<file path="config.mk">
export PLATFORM = sky130hd
export DESIGN_NAME = adc_input_axi_write
export DESIGN_NICKNAME = d
export VERILOG_FILES = /design/src/rtl/adc_input_axi_write.sv
export SDC_FILE = /design/constraint.sdc
export NUM_CORES = 1
export LEC_CHECK = 0
export CAP_MARGIN = 20
export CORE_ASPECT_RATIO = 1.5
export CORE_MARGIN = 2
export CORE_UTILIZATION = 45
export DETAILED_ROUTE_END_ITERATION = 16
export GPL_TIMING_DRIVEN = 0
export PLACE_DENSITY = 0.87
export SYNTH_ARGS = -nofsm -noshare
export SYNTH_HDL_FRONTEND = slang
export SYNTH_SLANG_ARGS = --single-unit
</file>
<file path="constraint.sdc">
create_clock -name ACLK -period 4.45 [get_ports ACLK]
set_input_delay 1.335 -clock ACLK [delete_from_list [all_inputs] [get_ports ACLK]]
set_output_delay 1.335 -clock ACLK [all_outputs]
set_load 0.01 [all_outputs]
</file>
<file path="src/rtl/adc_input_axi_write.sv">
// AXI4-Lite write-channel slave for the adc_input register file.
// Accepts AW/W in any order, updates CR/DSIZE, pulses SR.PC clear, returns OKAY.
module adc_input_axi_write #(
   parameter logic [31:0] DSIZE_RST  = 32'd0,
   parameter logic [7:0]  ADDR_CR    = 8'h00,
   parameter logic [7:0]  ADDR_SR    = 8'h04,
   parameter logic [7:0]  ADDR_DSIZE = 8'h08
) (
   input  logic        ACLK,
   input  logic        ARESETN,
   input  logic [31:0] AWADDR,
   input  logic        AWVALID,
   output logic        AWREADY,
   input  logic [31:0] WDATA,
   input  logic [3:0]  WSTRB,
   input  logic        WVALID,
   output logic        WREADY,
   output logic [1:0]  BRESP,
   output logic        BVALID,
   input  logic        BREADY,
   output logic        cr_test,
   output logic [31:0] dsize,
   output logic        sr_pc_clr
);

   localparam int unsigned DATA_W = 32;
   localparam int unsigned STRB_W = DATA_W / 8;
   localparam int unsigned ADDR_W = 8;

   typedef enum logic [2:0] {
      S_IDLE,
      S_HAVE_A,
      S_HAVE_W,
      S_WRITE,
      S_RESP
   } state_t;

   state_t              state;
   state_t              state_nxt;
   logic                aw_rdy_c;
   logic                w_rdy_c;
   logic                aw_hs;
   logic                w_hs;
   logic [ADDR_W-1:0]   addr_q;
   logic [DATA_W-1:0]   wdata_q;
   logic [STRB_W-1:0]   wstrb_q;
   logic                unused_addr_bits;

   assign unused_addr_bits = ^AWADDR[31:ADDR_W];

   assign AWREADY = ARESETN & aw_rdy_c;
   assign WREADY  = ARESETN & w_rdy_c;
   assign BRESP   = 2'b00;
   assign aw_hs   = AWVALID & AWREADY;
   assign w_hs    = WVALID & WREADY;

   // State register
   always_ff @(posedge ACLK or negedge ARESETN) begin
      if (!ARESETN) state <= S_IDLE;
      else          state <= state_nxt;
   end

   // Next-state and channel-ready decode
   always_comb begin
      state_nxt = state;
      aw_rdy_c  = 1'b0;
      w_rdy_c   = 1'b0;
      BVALID    = 1'b0;
      case (state)
         S_IDLE: begin
            aw_rdy_c = 1'b1;
            w_rdy_c  = 1'b1;
            if (aw_hs && w_hs) state_nxt = S_WRITE;
            else if (aw_hs)    state_nxt = S_HAVE_A;
            else if (w_hs)     state_nxt = S_HAVE_W;
         end
         S_HAVE_A: begin
            w_rdy_c = 1'b1;
            if (w_hs) state_nxt = S_WRITE;
         end
         S_HAVE_W: begin
            aw_rdy_c = 1'b1;
            if (aw_hs) state_nxt = S_WRITE;
         end
         S_WRITE: state_nxt = S_RESP;
         S_RESP: begin
            BVALID = 1'b1;
            if (BREADY) state_nxt = S_IDLE;
         end
         default: state_nxt = S_IDLE;
      endcase
   end

   // Beat capture and register update on the S_WRITE edge
   always_ff @(posedge ACLK or negedge ARESETN) begin
      if (!ARESETN) begin
         addr_q    <= '0;
         wdata_q   <= '0;
         wstrb_q   <= '0;
         cr_test   <= 1'b0;
         dsize     <= DSIZE_RST;
         sr_pc_clr <= 1'b0;
      end else begin
         sr_pc_clr <= 1'b0;
         if (aw_hs) addr_q <= AWADDR[ADDR_W-1:0];
         if (w_hs) begin
            wdata_q <= WDATA;
            wstrb_q <= WSTRB;
         end
         if (state == S_WRITE) begin
            if (addr_q == ADDR_CR) begin
               if (wstrb_q[0]) cr_test <= wdata_q[0];
            end else if (addr_q == ADDR_SR) begin
               sr_pc_clr <= wstrb_q[0] & wdata_q[0];
            end else if (addr_q == ADDR_DSIZE) begin
               for (int i = 0; i < int'(STRB_W); i++) begin
                  if (wstrb_q[i]) dsize[8*i +: 8] <= wdata_q[8*i +: 8];
               end
            end
         end
      end
   end

endmodule

</file>
==> impl_metrics.tcl <==
set metrics [dict create \
    initial_core_util 0.465 \
    cts_buffers 9 \
    syn-cell-area_mm2 0.00318 \
    crit_required_ps 3120 \
    place_congestion 0.687 \
    status "finished clean" \
    ys_ff_latch 81 \
    hold_buffers 0 \
    avgSynthCellArea_um2 16.3 \
    std_cell_rows 37 \
    clk_latency_ps 340 \
    antenna_found_initial 0 \
    overflow 0 \
    layout_commonest_cell "clkdlybuf4s50_1" \
    drive_gt1_frac 0.364 \
    vias 1906 \
    path_class "in -> out" \
    layout_min_cycle_time_ps 4240 \
    die_w_um 72.7 \
    ys_types 19 \
    slowest_delay_ps 590 \
    cp_cell_sequence "buf_4 -> buf_16 -> nor3b_1 -> clkdlybuf4s50_1" \
    routed_wl_um 5760 \
    synth_warnings 0 \
    maxCapViolCount 0 \
    setup_viol_count_final 0 \
    area_growth_pct 37.3 \
    layout_common_cells "clkdlybuf4s50_1, dfrtp_1, mux2_2" \
    port_buffers 85 \
    critPathArrivalTime_ps 2910 \
    diodes 0 \
    hold_class "reg -> reg" \
    clockRootBuffer "clkbuf_8" \
    gr-usage-all-layers 0.157 \
    vias_per_cell 5.08 \
    dr.first_iter.drc_count 76 \
    fin_crit_sh 0.954 \
    cts_sinks 81 \
    ys_top_cells_by_area "dfrtp_1, mux2_2, nand4_2" \
    path_max_fanout 56 \
    die_area_mm2 0.00778 \
    grt_max_degree 57 \
    cts_setup_buffers 0 \
    die_y_um 107 \
    drv_slew 0 \
    fin_nets 366 \
    cts_max_level 3 \
    drc 0 \
    cts_tree "done" \
    max-vdd-ir-drop_v 0.000396 \
    end_kind "primary output" \
    skew_ps 14.8 \
    clk_pin_slew_ps 80 \
    cp_top_family "buffers and inverters" \
    first_global_vias 1986 \
    antenna_left 0 \
    fin_area_mm2 0.00437 \
    yosysTopAreaCellShare 0.637 \
    rsz0062_at_grt "false" \
    nFillCells 547 \
    timing.fmax_ghz 0.236 \
    dr.pass1.iters 2 \
    placed_area_mm2 0.00416 \
    dp_hpwl_um 4110 \
    synth_cells 195 \
    clk_path_buf_depth 2 \
    critical_path.slowest_cell "clkdlybuf4s50_1" \
    design.portCount 112 \
    cp-start-kind "input pin" \
    yosysSeqAreaShare 0.637 \
    grt_pass1_wl_um 9350 \
    yosys.area.top_type "dfrtp_1" \
    powerDensity_mw_per_mm2 496 \
    p_leak_nw 2.02 \
    hold_violations 0 \
    path_buf_inv 3 \
    hold-worst-slack_ps 503 \
    cts-resized-gates 0 \
    core_area_mm2 0.00685 \
    wl_per_cell_um 15.4 \
]
[metrics by stage]
step	instances	power, W	utilization	worst slack [ps]	setup TNS [ps]
3_3_place_gp	359	0.00159	0.604	-2230	-121350
3_5_place_dp	360	0.00163	0.607	160	0
4_1_cts	375	0.00220	0.638	160	0
5_1_grt	375	0.00230	0.638	101	0
2_1_floorplan	196	0.00143	-	1470	0
6_report	375	0.00217	0.638	206	0
[worst register-to-register path: stages, from the launching register on]
cell and delay, ps:
dfrtp_1 460, nor4bb_1 280, buf_2 300, buf_4 260, mux2_2 360
[synthesized netlist by cell type (all sizes together)]
master	count
a21o	1
a21oi	2
and3	1
and3b	5
and4	1
and4b	1
buf	8
conb	1
dfrtp	81
inv	3
mux2	77
nand4	5
nor2	3
nor3b	3
nor4	1
nor4bb	2
[state kept, by name, indices dropped and copies added, names as in the netlist]
register / count
state: 3
sr_pc_clr: 1
dsize: 32
wstrb_q: 4
addr_q: 8
cr_test: 1
wdata_q: 32
[where the power goes]
part | switching [W] | internal [W]
Combinational | 0.000175 | 0.000320
Clock | 0.000251 | 0.000313
Sequential | 0.000139 | 0.000969
[path summary, 6_finish.rpt]
kind | startpoint | endpoint | slack, ps | cells past startpoint
min in group asynchronous | ARESETN | wdata_q[20]$_DFFE_PN0P_ | 920 | 1
max | ARESETN | AWREADY | 210 | 4
max reg2reg | state[2]$_DFFE_PN0P_ | wdata_q[18]$_DFFE_PN0P_ | 2680 | 4
min reg2reg | wdata_q[28]$_DFFE_PN0P_ | wdata_q[28]$_DFFE_PN0P_ | 500 | 1
min | wdata_q[28]$_DFFE_PN0P_ | wdata_q[28]$_DFFE_PN0P_ | 500 | 1
max in group asynchronous | ARESETN | dsize[0]$_DFFE_PN0P_ | 2930 | 2
[kinds of logic after synthesis]
family          share of synthesized area
mux                                 0.272
buf+inv                            0.0200
flops                               0.637
compound gates                    0.00550
simple gates                       0.0641
other cells                       0.00118
[metal layers]
metal	global-route usage	up-vias	share of wire
li1	-	890	-
met4	0.0635	0	0.016
met5	0	-	0
met2	0.255	53	0.51
met3	0.0461	8	0.053
met1	0.195	955	0.42
[layout make-up]
class / instances / area (µm²) / share of cell area
plain buffers: 8 / 52.6 / 0.0120
clock buffers: 10 / 128 / 0.0292
clock inverters: 5 / 81.3 / 0.0186
inverters: 3 / 11.3 / 0.00258
multi-input cells: 104 / 1100 / 0.251
flip-flops and latches: 81 / 2030 / 0.464
well taps: 78 / 97.6 / 0.0223
repair buffers: 86 / 876 / 0.200
Power figures use the tool's default switching activity.
